===== src/rtl/uart_rx_oversample_pkg.sv =====
// Shared definitions for the oversampling UART receiver and its companion
// transmitter: FSM states, oversample constants and the baud divider math.
package uart_rx_pkg;

    typedef enum logic [1:0] {
        IDLE,
        START,
        DATA,
        STOP
    } rx_state_t;

    localparam int OS_RATE = 16;

    localparam logic [3:0] SMP_A   = 4'd7;
    localparam logic [3:0] SMP_B   = 4'd8;
    localparam logic [3:0] SMP_C   = 4'd9;
    localparam logic [3:0] BIT_END = 4'd15;

    // Clocks per oversample tick, rounded to the nearest integer.
    function automatic int calc_div(input int clk_freq, input int baud);
        return (clk_freq + (baud * OS_RATE) / 2) / (baud * OS_RATE);
    endfunction

endpackage


===== src/rtl/uart_rx_oversample_if.sv =====
// Receiver-side bundle: the raw serial pin plus the byte/error event outputs.
interface uart_rx_oversample_if;

    logic       rx;
    logic [7:0] data_out;
    logic       data_valid;
    logic       frame_err;
    logic       busy;

    modport master (
        input  rx,
        output data_out,
        output data_valid,
        output frame_err,
        output busy
    );

    modport slave (
        output rx,
        input  data_out,
        input  data_valid,
        input  frame_err,
        input  busy
    );

endinterface


===== src/rtl/uart_os_tick.sv =====
// Oversample tick generator: one-clock pulse every DIV clocks while enabled,
// counter parked at zero while disabled so each frame starts phase-aligned.
// DIV must be at least 2.
module uart_os_tick #(
    parameter int DIV = 10
) (
    input  logic clk,
    input  logic reset,
    input  logic en,
    output logic tick
);

    localparam int CW = (DIV > 1) ? $clog2(DIV) : 1;

    logic [CW-1:0] cnt;

    // Free-running 0..DIV-1 divider, cleared whenever the receiver is idle.
    always_ff @(posedge clk or negedge reset) begin
        if (!reset) begin
            cnt <= '0;
        end else if (!en) begin
            cnt <= '0;
        end else if (cnt == CW'(DIV - 1)) begin
            cnt <= '0;
        end else begin
            cnt <= cnt + CW'(1);
        end
    end

    assign tick = en && (cnt == CW'(DIV - 1));

endmodule


===== src/rtl/uart_rx_oversample.sv =====
// 16x oversampling 8N1 receiver: input synchronizer, 3-point majority vote,
// false-start rejection, stop-bit check, one-cycle byte and error strobes.
module uart_rx_oversample
    import uart_rx_pkg::*;
#(
    parameter int CLK_FREQ = 50_000_000,
    parameter int BAUD     = 9600
) (
    input  logic                 clk,
    input  logic                 reset,
    uart_rx_oversample_if.master bus
);

    localparam int DIV = calc_div(CLK_FREQ, BAUD);

    rx_state_t  state;
    rx_state_t  next_state;

    logic       sync1;
    logic       rx_s;
    logic       rx_d;
    logic       tick;
    logic [3:0] s_cnt;
    logic [2:0] bit_idx;
    logic       samp_a;
    logic       samp_b;
    logic       maj;
    logic [7:0] shift_reg;
    logic [7:0] data_out_r;
    logic       data_valid_r;
    logic       frame_err_r;

    logic       at_a;
    logic       at_b;
    logic       at_c;
    logic       at_end;
    logic       shift_en;
    logic       load_byte;
    logic       set_err;

    uart_os_tick #(.DIV(DIV)) u_tick (
        .clk   (clk),
        .reset (reset),
        .en    (state != IDLE),
        .tick  (tick)
    );

    assign at_a   = tick && (s_cnt == SMP_A);
    assign at_b   = tick && (s_cnt == SMP_B);
    assign at_c   = tick && (s_cnt == SMP_C);
    assign at_end = tick && (s_cnt == BIT_END);
    assign maj    = (samp_a & samp_b) | (samp_a & rx_s) | (samp_b & rx_s);

    // Two-flop synchronizer plus one delayed copy for start-edge detection.
    always_ff @(posedge clk or negedge reset) begin
        if (!reset) begin
            sync1 <= 1'b1;
            rx_s  <= 1'b1;
            rx_d  <= 1'b1;
        end else begin
            sync1 <= bus.rx;
            rx_s  <= sync1;
            rx_d  <= rx_s;
        end
    end

    // FSM state register.
    always_ff @(posedge clk or negedge reset) begin
        if (!reset) begin
            state <= IDLE;
        end else begin
            state <= next_state;
        end
    end

    // Next-state and per-cycle control decisions, all keyed off the sample ticks.
    always_comb begin
        next_state = state;
        shift_en   = 1'b0;
        load_byte  = 1'b0;
        set_err    = 1'b0;
        case (state)
            IDLE: begin
                if (rx_d && !rx_s) begin
                    next_state = START;
                end
            end
            START: begin
                if (at_c && maj) begin
                    next_state = IDLE;
                end else if (at_end) begin
                    next_state = DATA;
                end
            end
            DATA: begin
                shift_en = at_c;
                if (at_end && (bit_idx == 3'd7)) begin
                    next_state = STOP;
                end
            end
            STOP: begin
                if (at_c) begin
                    load_byte  = maj;
                    set_err    = !maj;
                    next_state = IDLE;
                end
            end
            default: next_state = IDLE;
        endcase
    end

    // Sample counters, vote samples, shift register and registered strobes.
    always_ff @(posedge clk or negedge reset) begin
        if (!reset) begin
            s_cnt        <= 4'd0;
            bit_idx      <= 3'd0;
            samp_a       <= 1'b1;
            samp_b       <= 1'b1;
            shift_reg    <= 8'd0;
            data_out_r   <= 8'd0;
            data_valid_r <= 1'b0;
            frame_err_r  <= 1'b0;
        end else begin
            data_valid_r <= load_byte;
            frame_err_r  <= set_err;
            if (load_byte) begin
                data_out_r <= shift_reg;
            end
            if (state == IDLE) begin
                s_cnt   <= 4'd0;
                bit_idx <= 3'd0;
            end else if (tick) begin
                s_cnt <= s_cnt + 4'd1;
                if ((state == DATA) && at_end) begin
                    bit_idx <= bit_idx + 3'd1;
                end
            end
            if (at_a) begin
                samp_a <= rx_s;
            end
            if (at_b) begin
                samp_b <= rx_s;
            end
            if (shift_en) begin
                shift_reg <= {maj, shift_reg[7:1]};
            end
        end
    end

    assign bus.data_out   = data_out_r;
    assign bus.data_valid = data_valid_r;
    assign bus.frame_err  = frame_err_r;
    assign bus.busy       = (state != IDLE);

endmodule


===== src/flat_wrapper.sv =====
// flat-port wrapper written by rule: the top's interface ports become plain ports
module uart_rx_oversample_flat import uart_rx_pkg::*;
#(
    parameter int CLK_FREQ = 50_000_000,
    parameter int BAUD     = 9600
)
  (clk, reset, bus_rx, bus_data_out, bus_data_valid, bus_frame_err, bus_busy);
  uart_rx_oversample_if bus_i ();
  input  logic clk;
  input  logic reset;
  input wire logic [$bits(bus_i.rx)-1:0] bus_rx;
  output wire logic [$bits(bus_i.data_out)-1:0] bus_data_out;
  output wire logic [$bits(bus_i.data_valid)-1:0] bus_data_valid;
  output wire logic [$bits(bus_i.frame_err)-1:0] bus_frame_err;
  output wire logic [$bits(bus_i.busy)-1:0] bus_busy;
  assign bus_i.rx = bus_rx;
  assign bus_data_out = bus_i.data_out;
  assign bus_data_valid = bus_i.data_valid;
  assign bus_frame_err = bus_i.frame_err;
  assign bus_busy = bus_i.busy;
  uart_rx_oversample #(.CLK_FREQ(CLK_FREQ), .BAUD(BAUD)) u_core (.clk(clk), .reset(reset), .bus(bus_i));
endmodule

===== config.mk =====
export PLATFORM = sky130hd
export DESIGN_NAME = uart_rx_oversample_flat
export DESIGN_NICKNAME = d
export VERILOG_FILES = /design/src/rtl/uart_rx_oversample_pkg.sv /design/src/rtl/uart_rx_oversample_if.sv /design/src/rtl/uart_os_tick.sv /design/src/rtl/uart_rx_oversample.sv /design/src/flat_wrapper.sv
export SDC_FILE = /design/constraint.sdc
export NUM_CORES = 1
export LEC_CHECK = 0
export ABC_AREA = 1
export BUFFER_PORTS_ARGS = -buffer_cell sky130_fd_sc_hd__buf_2
export CAP_MARGIN = 15
export CORE_MARGIN = 5
export CORE_UTILIZATION = 40
export DETAILED_ROUTE_END_ITERATION = 8
export SLEW_MARGIN = 20
export SYNTH_ARGS = -nofsm -noshare
export SYNTH_HDL_FRONTEND = slang
export SYNTH_SLANG_ARGS = --single-unit

===== constraint.sdc =====
create_clock -name clk -period 2 [get_ports clk]
set_clock_uncertainty 0.05 [all_clocks]
set_input_delay 0.5 -clock clk [delete_from_list [all_inputs] [get_ports clk]]
set_output_delay 0.5 -clock clk [all_outputs]
set_load 0.005 [all_outputs]

Word-level counts from Yosys, hierarchy flattened:

Index checks and enable logic that the tools add are counted.

* RAM bits: 0
* logic and storage cells: 69
* ROM bits: 0
* memories kept: 0
* latch bits: 0
* output and inout port bits: 11
* input port bits: 3
* register bits after elaboration: 41

* mux-type cells: 18
* add/subtract/negate cells: 3
* equality and inequality tests: 13
* reductions and logical operators: 17
* $lt $le $gt $ge: 0
* bitwise operators: 5
* multiply operators: 0
* shift operators: 0
* divide/modulo/power cells: 0

Operator list (count)
* 2-to-1 mux 9 bit: 2
* equality test 4 bit (second input constant): 3
* 2-to-1 mux 2 bit: 5
* adder 9 x 1 -> 9 bit (second input constant): 1
* equality test 9 bit (second input constant): 1
* logical AND 1 bit: 9
* 2-to-1 mux 3 bit: 3
* 2-to-1 mux 4 bit: 2
* one-hot mux 2 bit (4 select lines): 1
* != test 2 x 1 -> 1 bit (second input constant): 3
* nonzero test 2 bit: 3
* 2-to-1 mux 1 bit: 5
* adder 4 x 1 -> 4 bit (second input constant): 1
* equality test 2 bit (second input constant): 2
* equality test 4 x 3 -> 1 bit (second input constant): 1
* AND reduction 4 bit: 1
* adder 3 x 1 -> 3 bit (second input constant): 1
* bitwise AND 1 bit: 3
* equality test 3 bit (second input constant): 1
* != test 3 x 1 -> 1 bit (second input constant): 1
* equality test 2 x 1 -> 1 bit (second input constant): 1
* zero test 1 bit: 2
* zero test 2 bit: 1
* bitwise OR 1 bit: 2
* AND reduction 2 bit: 1

Logic depth before layout (Yosys ltp):

Gate-level depths: netlist of run 1.

* depth after elaboration: 7
* gate-level depth with buffers: 11
* gate-level depth less buffers: 11

By module:

A second synthesis of run 1 with hierarchy kept.

* cells, all modules: 216
* area, all modules: 1923.1 um^2

Modules (own cells, without submodules)
* uart_rx_oversample: area an instance 1433.9 um^2, seq. area each 807.0 um^2, times used 1, cells an instance 152
* uart_os_tick: area an instance 489.2 um^2, seq. area each 225.2 um^2, times used 1, cells an instance 64

Worst setup path after synthesis of run 1:

OpenSTA, ideal clock, no wires.

* kind: register -> register
* from: reg u_core.u_tick.cnt[1]
* to: reg u_core.shift_reg[7]
* cell stages (with the launch flop): 9
* clock period less this slack: 1588 ps
* required time: 1825 ps
* arrival time: 1413 ps
* library setup time: 125 ps
* slack: 412 ps
* buffers on the path: 0
* cell sequence: dfrtp_1 -> inv_1 -> ha_1 -> nand2_1 -> nor2_2 -> nand4_4 -> clkinv_2 -> nand2_4 -> mux2_4

* cells in the longest elaborated chain, start to end: 4

RTL lines
* start, declared: line uart_os_tick.sv:15 `logic [CW-1:0] cnt;`
* start signal, assigned: line uart_os_tick.sv:26 `cnt <= cnt + CW'(1);`
* equality test 9 bit: line uart_os_tick.sv:30 `assign tick = en && (cnt == CW'(DIV - 1));`
* logical AND 1 bit: line uart_os_tick.sv:30
* logical AND 1 bit: line uart_rx_oversample.sv:50 `assign at_c = tick && (s_cnt == SMP_C);`
* 2-to-1 mux 1 bit: line uart_rx_oversample.sv:82 `case (state)`
* end signal, assigned: line uart_rx_oversample.sv:145 `shift_reg <= {maj, shift_reg[7:1]};`
* end, declared: line uart_rx_oversample.sv:28 `logic [7:0] shift_reg;`

Every way passes these cells.
A chain may end at the register's enable or synchronous reset.

Final worst setup path of run 1:

Ends and elaborated chain as after synthesis.

==> flow_metrics.tcl, run 1 <==
set metrics [dict create \
    timing_worst_setup_path_type "flip-flop to flip-flop" \
    grt_first_pass_wirelength_microns 6490 \
    track_usage_pct 13.1 \
    dp.cells 292 \
    fill_cells 475 \
    hp-class "primary input to asynchronous set/reset pin" \
    nNetsFinal 242 \
    syn_inst 213 \
    cp.arrival_ns 1.85 \
    synthesis.area_sq_um 1950 \
    ir_drop_uv 480 \
    wl_per_cell_microns 10.9 \
    clkTransAtPathRegs_ns 0.08 \
    synth-simple-area-share_pct 23.2 \
    clock_path_buffers 2 \
    slew_headroom_pct 70.1 \
    power_mw 1.89 \
    rsz0062_at_grt "no" \
    ant_nets 0 \
    postCtsSetupBuffers 0 \
    max_freq_mhz 580 \
    synth_compound_area_share_pct 9.86 \
    synth_top_family_by_area "simple AND/OR/NAND/NOR gates" \
    tritoncts "built" \
    die_area_sq_um 6380 \
    ys_seq_area_share_pct 52.8 \
    port_buffers 13 \
    overflow 0 \
    reg2reg_depth 8 \
    synthArstFlopShare_pct 100 \
    grt_max_degree 25 \
    crit_path_start_kind "flip-flop" \
    p_per_area_nw_per_um2 865 \
    first_pass_iters 4 \
    h-tree-depth 2 \
    cts_sinks 41 \
    cp-end-kind "flip-flop" \
    clock_latency_ns 0.29 \
    min_period_ns 1.72 \
    preCtsSetupSlack_ns 0.263 \
    finalSetupViolCount 0 \
    layout_commonest_cell "nand2_1" \
    setup_tns_ns 0 \
    fin_cells 300 \
    routed_via_density 4.55 \
    avgSynthCellArea_sq_um 9.18 \
    largest_register_ffs 9 \
    area_growth_pct 11.7 \
    finalWirelength_microns 3280 \
    final_hold_viol_count 0 \
    synth-main-ff-cell "dfrtp_1" \
    coreArea_sq_um 4720 \
    fp-row-count 25 \
    drt_iter0_drc 48 \
    max_cap_violations 0 \
    outcome "finished clean" \
    yosys_warnings 0 \
    whs_ns 0.0972 \
    vias 1366 \
    antenna_cells 0 \
    drive_above_1_share_pct 22.3 \
    holdBufCountCts 0 \
    synth_edf_count 0 \
    synth_nets 223 \
    period_share_pct 86.2 \
    cp_data_required_time_ns 2.13 \
    worstPathMaxFanout 15 \
    synth_mux_area_share_pct 1.28 \
    ctsRootBufferMaster "clkbuf_8" \
    p_leak_nw 1.10 \
    synth.distinct_cells 30 \
    hpwlAfterDp_microns 2440 \
    fin_area_sq_um 2180 \
    synthAdderAreaFrac_pct 4.48 \
    drc_errors 0 \
    numCtsBuffers 5 \
    place_area_sq_um 2100 \
    gp_congestion 0.706 \
    synth_seq_cells 41 \
    fin_util_pct 46.2 \
    synth_xor_area_share_pct 0 \
    layout_setup_ws_ns 0.276 \
    post_cts_resized 0 \
    die_w_microns 79.9 \
    drv_slew 0 \
    initial_utilization_pct 41.4 \
    antenna_found_initial 0 \
    grt_pass1_vias 1451 \
    die_h_microns 79.9 \
    worstMarginPinSlew_ns 0.449 \
    io_pins 14 \
    final_cell_mix "44 x nand2_1, 36 x dfrtp_1, 32 x inv_1" \
]
power breakdown:
part	switching (mW)	total, mW	internal [mW]
Sequential	0.0643	0.951	0.886
Clock	0.273	0.515	0.242
Combinational	0.291	0.423	0.132
per-layer routing:
| metal | track usage [%] | share of wire, % |
|---|---|---|
| met1 | 17.4 | 50 |
| met2 | 20.2 | 45 |
| met3 | 3.27 | 3.7 |
| met4 | 5.57 | 1.1 |
| met5 | 0 | 0 |
final cells by class:
| cell class | count | area (sq um) | area share (%) |
|---|---|---|---|
| Multi-Input combinational cell | 133 | 759 | 34.8 |
| Tap cell | 67 | 83.8 | 3.84 |
| Timing Repair Buffer | 14 | 85.1 | 3.90 |
| Clock inverter | 2 | 10.0 | 0.458 |
| Sequential cell | 41 | 1030 | 47.3 |
| Clock buffer | 6 | 72.6 | 3.32 |
| Inverter | 37 | 140 | 6.42 |
final timing paths:
path	slack (ns)	end	start
max	0.28	u_core.shift_reg[7]	u_core.u_tick.cnt[1]
max in group asynchronous	1.33	u_core.shift_reg[3]	reset
max reg2reg	0.28	u_core.shift_reg[7]	u_core.u_tick.cnt[1]
min	0.1	u_core.u_tick.cnt[3]	reset
min reg2reg	0.31	u_core.rx_s	u_core.sync1
min in group clk	0.26	u_core.sync1	bus_rx
worst max-delay path, cell delays in order (launching register included):
cell	delay, ns
dfrtp_1	0.41
inv_1	0.06
ha_1	0.13
nand2_1	0.06
nor2_2	0.23
nand4_4	0.14
clkinv_2	0.11
nand2_4	0.11
mux2_4	0.32
cell families after synthesis:
family / Yosys count
muxes: 2
DFF: 41
and+or+nand+nor: 92
AOI/OAI and AO/OA: 32
buffers and inverters: 39
adders and majority gates: 7
cell usage after synthesis (2+ instances only):
master,n,area (sq um)
a21oi_1,5,25.0
nand2_2,2,12.5
o21ai_1,9,45.0
ha_1,7,87.6
nand4_1,3,18.8
dfrtp_1,36,901
nand3_1,6,30.0
nor3_1,6,30.0
o21ai_2,7,61.3
o21ai_0,9,45.0
buf_6,2,22.5
dfstp_2,5,131
nor2_2,4,25.0
nand2_1,44,165
inv_1,32,120
inv_2,4,15.0
nor2_1,19,71.3
Power figures use the tool's default switching activity.
==> run 2: changes to the inputs <==
--- a/config.mk
+++ b/config.mk
@@ -8,10 +8,14 @@
 export ABC_AREA = 1
 export BUFFER_PORTS_ARGS = -buffer_cell sky130_fd_sc_hd__buf_2
 export CAP_MARGIN = 15
+export CELL_PAD_IN_SITES_DETAIL_PLACEMENT = 0
+export CELL_PAD_IN_SITES_GLOBAL_PLACEMENT = 1
 export CORE_MARGIN = 5
 export CORE_UTILIZATION = 40
 export DETAILED_ROUTE_END_ITERATION = 8
+export PLACE_DENSITY_LB_ADDON = 0.1
 export SLEW_MARGIN = 20
 export SYNTH_ARGS = -nofsm -noshare
 export SYNTH_HDL_FRONTEND = slang
 export SYNTH_SLANG_ARGS = --single-unit
+export TNS_END_PERCENT = 100
==> run 2 against run 1 <==
- non-clock buffer count is the same
- first-iteration DRC count shrank 15%
- design area is the same
- utilization is the same
- critical path depth is the same
- worst setup slack lost 0.013 ns
- combinational power grew 1%
- critical endpoint unchanged
- highest routed layer unchanged
==> flow_metrics.tcl, run 2 (synthesis gave the netlist of run 1 again) <==
set metrics [dict create \
    port_buffers 13 \
    r2r-end "u_core.shift_reg[7]" \
    antenna_cells 0 \
    highest_layer "met4" \
    met2_length_microns 1760 \
    max_freq_mhz 576 \
    initial_utilization_pct 41.4 \
    grt_pass1_vias 1415 \
    area_growth_pct 11.7 \
    rr_startpoint "u_core.u_tick.cnt[1]" \
    gp_congestion 0.758 \
    crit_chain "inv_1 -> ha_1 -> nand2_1 -> nor2_2 -> nand4_4 -> clkinv_2 -> nand2_4 -> mux2_4" \
    cts_sinks 41 \
    grt_first_pass_wirelength_microns 6320 \
    ctsRootBufferMaster "clkbuf_8" \
    holdBufCountCts 0 \
    cp_slowest_cell "dfrtp_1" \
    critPathCapture "u_core.shift_reg[7]" \
    nNetsFinal 242 \
    die_h_microns 79.9 \
    preCtsSetupSlack_ns 0.242 \
    reg2reg_slack_ns 0.26 \
    clkTransAtPathRegs_ns 0.08 \
    clock_latency_ns 0.29 \
    cp-end-kind "flip-flop" \
    slew_headroom_pct 67.1 \
    timing_worst_setup_path_type "flip-flop to flip-flop" \
    track_usage_pct 12.9 \
    p_leak_nw 1.10 \
    worstMarginPinSlew_ns 0.494 \
    hp-class "primary input to asynchronous set/reset pin" \
    setup_tns_ns 0 \
    p_per_area_nw_per_um2 871 \
    drv_slew 0 \
    max_cap_violations 0 \
    outcome "finished clean" \
    layout_commonest_cell "nand2_1" \
    h-tree-depth 2 \
    cp.arrival_ns 1.87 \
    period_share_pct 86.9 \
    wl_per_cell_microns 12.0 \
    finalWirelength_microns 3590 \
    overflow 0 \
    critPathMaxStageDelay_ns 0.41 \
    grt_max_degree 23 \
    cp_data_required_time_ns 2.13 \
    worstPathMaxFanout 15 \
    antenna_found_initial 0 \
    min_period_ns 1.74 \
    drt_iter0_drc 41 \
    startpoint "u_core.u_tick.cnt[1]" \
    reg2reg_depth 8 \
    drive_above_1_share_pct 22.3 \
    post_cts_resized 0 \
    vias 1402 \
    clock_path_buffers 2 \
    hpwlAfterDp_microns 2700 \
    postCtsSetupBuffers 0 \
    rsz0062_at_grt "no" \
    crit_path_start_kind "flip-flop" \
    drc_errors 0 \
    largest_register_ffs 9 \
    finalSetupViolCount 0 \
    coreArea_sq_um 4720 \
    routed_via_density 4.67 \
    ant_nets 0 \
    io_pins 14 \
    die_area_sq_um 6380 \
    fp-row-count 25 \
    ir_drop_uv 332 \
    final_cell_mix "44 x nand2_1, 36 x dfrtp_1, 32 x inv_1" \
    dr_wl_met3_microns 103 \
    die_w_microns 79.9 \
    final_hold_viol_count 0 \
    tritoncts "built" \
    layout_setup_ws_ns 0.263 \
    first_pass_iters 4 \
    wl_met1_microns 1660 \
    numCtsBuffers 5 \
]
[run 2: routing by layer]
layer	global-route usage, %	vias up
met4	5.07	0
met2	21.9	16
li1	-	709
met5	0	-
met1	15.2	672
met3	3.61	5
[run 2: cell type report]
type	instances	area, sq um
clock buffer	6	72.6
tap	67	83.8
clock inverter	2	10.0
inverter	37	140
timing repair buffer	14	85.1
sequential	41	1030
fill	462	2540
multi-input combinational	133	759
[run 2: critical path, delay by kind of cell, from the launching register on]
family	cells	cell delay, ns
simple gates	4	0.55
flops	1	0.41
mux	1	0.32
buf+inv	2	0.18
fa+ha+maj	1	0.13
[run 2: stage by stage]
stage | utilization [%] | total power [mW] | instance area [sq um] | hold slack (ns) | cells
final | 46.2 | 1.90 | 2180 | 0.117 | 300
after global routing | 46.2 | 2.06 | 2180 | 0.162 | 300
after CTS | 46.2 | 1.93 | 2180 | 0.134 | 300
after detailed placement | 44.5 | 1.40 | 2100 | 0.300 | 292
after global placement | 44.5 | 1.39 | 2100 | 0.295 | 292
after floorplan | - | 1.27 | 1950 | 0.154 | 213
[run 2: worst min-delay path by stage]
stage	end	slack, ns	startpoint	cells past startpoint
3_5_place_dp	u_core.rx_s	0.30	u_core.sync1	0
4_1_cts	u_core.u_tick.cnt[6]	0.13	reset	1
2_1_floorplan	asynchronous set/reset pin	0.15	reset	0
3_3_place_gp	u_core.rx_s	0.30	u_core.sync1	0
5_1_grt	u_core.u_tick.cnt[6]	0.16	reset	1
6_report	u_core.u_tick.cnt[6]	0.12	reset	1
[run 2: power breakdown]
part	internal (mW)	switching (mW)	total [mW]
clock	0.242	0.279	0.521
sequential	0.886	0.0658	0.952
combinational	0.131	0.297	0.428
==> run 3: changes to the inputs <==
--- a/config.mk
+++ b/config.mk
@@ -7,13 +7,14 @@
 export LEC_CHECK = 0
 export ABC_AREA = 1
 export BUFFER_PORTS_ARGS = -buffer_cell sky130_fd_sc_hd__buf_2
-export CAP_MARGIN = 15
+export CAP_MARGIN = 20
 export CELL_PAD_IN_SITES_DETAIL_PLACEMENT = 0
 export CELL_PAD_IN_SITES_GLOBAL_PLACEMENT = 1
 export CORE_MARGIN = 5
 export CORE_UTILIZATION = 40
 export DETAILED_ROUTE_END_ITERATION = 8
 export PLACE_DENSITY_LB_ADDON = 0.1
+export RECOVER_POWER = 25
 export SLEW_MARGIN = 20
 export SYNTH_ARGS = -nofsm -noshare
 export SYNTH_HDL_FRONTEND = slang
==> run 3 against run 2 <==
- design area about the same
- final cell count did not move
- worst hold slack improved by 0.13 ns
- clock power hardly changed
- non-clock buffer count unchanged
- first-iteration DRC count is the same
- critical endpoint unchanged
- largest power group unchanged
==> flow_metrics.tcl, run 3 (synthesis gave the netlist of run 1 again) <==
set metrics [dict create \
    period_share_pct 86.9 \
    drv_slew 0 \
    max_freq_mhz 576 \
    ant_nets 0 \
    post_cts_resized 0 \
    track_usage_pct 12.9 \
    first_pass_iters 4 \
    die_area_sq_um 6380 \
    port_buffers 13 \
    setup_tns_ns 0 \
    drt_iter0_drc 41 \
    p_per_area_nw_per_um2 871 \
    overflow 0 \
    cp.arrival_ns 1.87 \
    clkTransAtPathRegs_ns 0.08 \
    hpwlAfterDp_microns 2700 \
    finalWirelength_microns 3580 \
    antenna_found_initial 0 \
    io_pins 14 \
    coreArea_sq_um 4720 \
    rsz0062_at_grt "no" \
    largest_register_ffs 9 \
    nNetsFinal 242 \
    cp-end-kind "flip-flop" \
    power_mw 1.90 \
    numCtsBuffers 5 \
    cts_sinks 41 \
    routed_via_density 4.68 \
    cp_data_required_time_ns 2.13 \
    drc_errors 0 \
    layout_commonest_cell "nand2_1" \
    outcome "finished clean" \
    vias 1403 \
    initial_utilization_pct 41.4 \
    min_period_ns 1.74 \
    worstMarginPinSlew_ns 1.18 \
    grt_pass1_vias 1415 \
    slew_headroom_pct 21.3 \
    ir_drop_uv 332 \
    clock_latency_ns 0.29 \
    layout_setup_ws_ns 0.263 \
    grt_max_degree 23 \
    die_h_microns 79.9 \
    holdBufCountCts 0 \
    final_hold_viol_count 0 \
    fp-row-count 25 \
    max_cap_violations 0 \
    fin_util_pct 46.2 \
    area_growth_pct 11.7 \
    timing_worst_setup_path_type "flip-flop to flip-flop" \
    gp_congestion 0.758 \
    antenna_cells 0 \
    hp-class "primary input to flip-flop" \
    ctsRootBufferMaster "clkbuf_8" \
    crit_path_start_kind "flip-flop" \
    p_leak_nw 1.09 \
    grt_first_pass_wirelength_microns 6320 \
    tritoncts "built" \
    preCtsSetupSlack_ns 0.242 \
    postCtsSetupBuffers 0 \
    wl_per_cell_microns 11.9 \
    clock_path_buffers 2 \
    finalSetupViolCount 0 \
    final_cell_mix "44 x nand2_1, 36 x dfrtp_1, 32 x inv_1" \
    fin_cells 300 \
    dp.cells 292 \
    worstPathMaxFanout 15 \
    h-tree-depth 2 \
    die_w_microns 79.9 \
    drive_above_1_share_pct 21.5 \
]
-- run 3: cell types whose count changed in the layout (fill, tap and decap cells not counted), sizes merged --
cell,change
clkbuf,+1
buf,-1
-- run 3: critical path: stages, from the launching register on --
cell      delay (ns)
dfrtp_1         0.41
inv_1           0.07
ha_1            0.13
nand2_1         0.06
nor2_2          0.23
nand4_4         0.14
clkinv_2        0.11
nand2_4         0.12
mux2_4          0.32
-- run 3: final timing paths --
check	startpoint	to	slack [ns]	cells past startpoint
setup / recovery	u_core.u_tick.cnt[1]	u_core.shift_reg[7]	0.26	8
hold / removal	bus_rx	u_core.sync1	0.25	1
setup reg to reg	u_core.u_tick.cnt[1]	u_core.shift_reg[7]	0.26	8
hold reg to reg	u_core.sync1	u_core.rx_s	0.32	0
max in group asynchronous	reset	u_core.rx_d	0.75	2
min in group asynchronous	reset	u_core.u_tick.cnt[6]	0.38	1
-- run 3: cell type report --
type	instances	area, sq um
well taps	67	83.8
multi-input cells	133	759
clock buffers	6	72.6
fillers	461	2540
clock inverters	2	10.0
inverters	37	140
flip-flops and latches	41	1030
repair buffers	14	83.8
-- run 3: power by group --
part           switching (mW)  internal [mW]
logic                   0.297          0.131
clock network           0.279          0.242
registers              0.0658          0.886
-- run 3: layer usage --
metal	part of all wire, %	global-route usage (%)	up-vias	wire length, microns
li1	-	-	709	-
met1	46	15.2	673	1660
met2	49	21.9	16	1760
met3	2.8	3.61	5	102
met4	1.7	5.07	0	60
met5	0	0	-	0
-- run 3: stage by stage --
stage / hold slack, ns / area [sq um]
floorplan: 0.154 / 1950
global placement: 0.295 / 2100
detailed placement: 0.300 / 2100
CTS: 0.134 / 2180
global route: 0.235 / 2180
finish: 0.250 / 2180
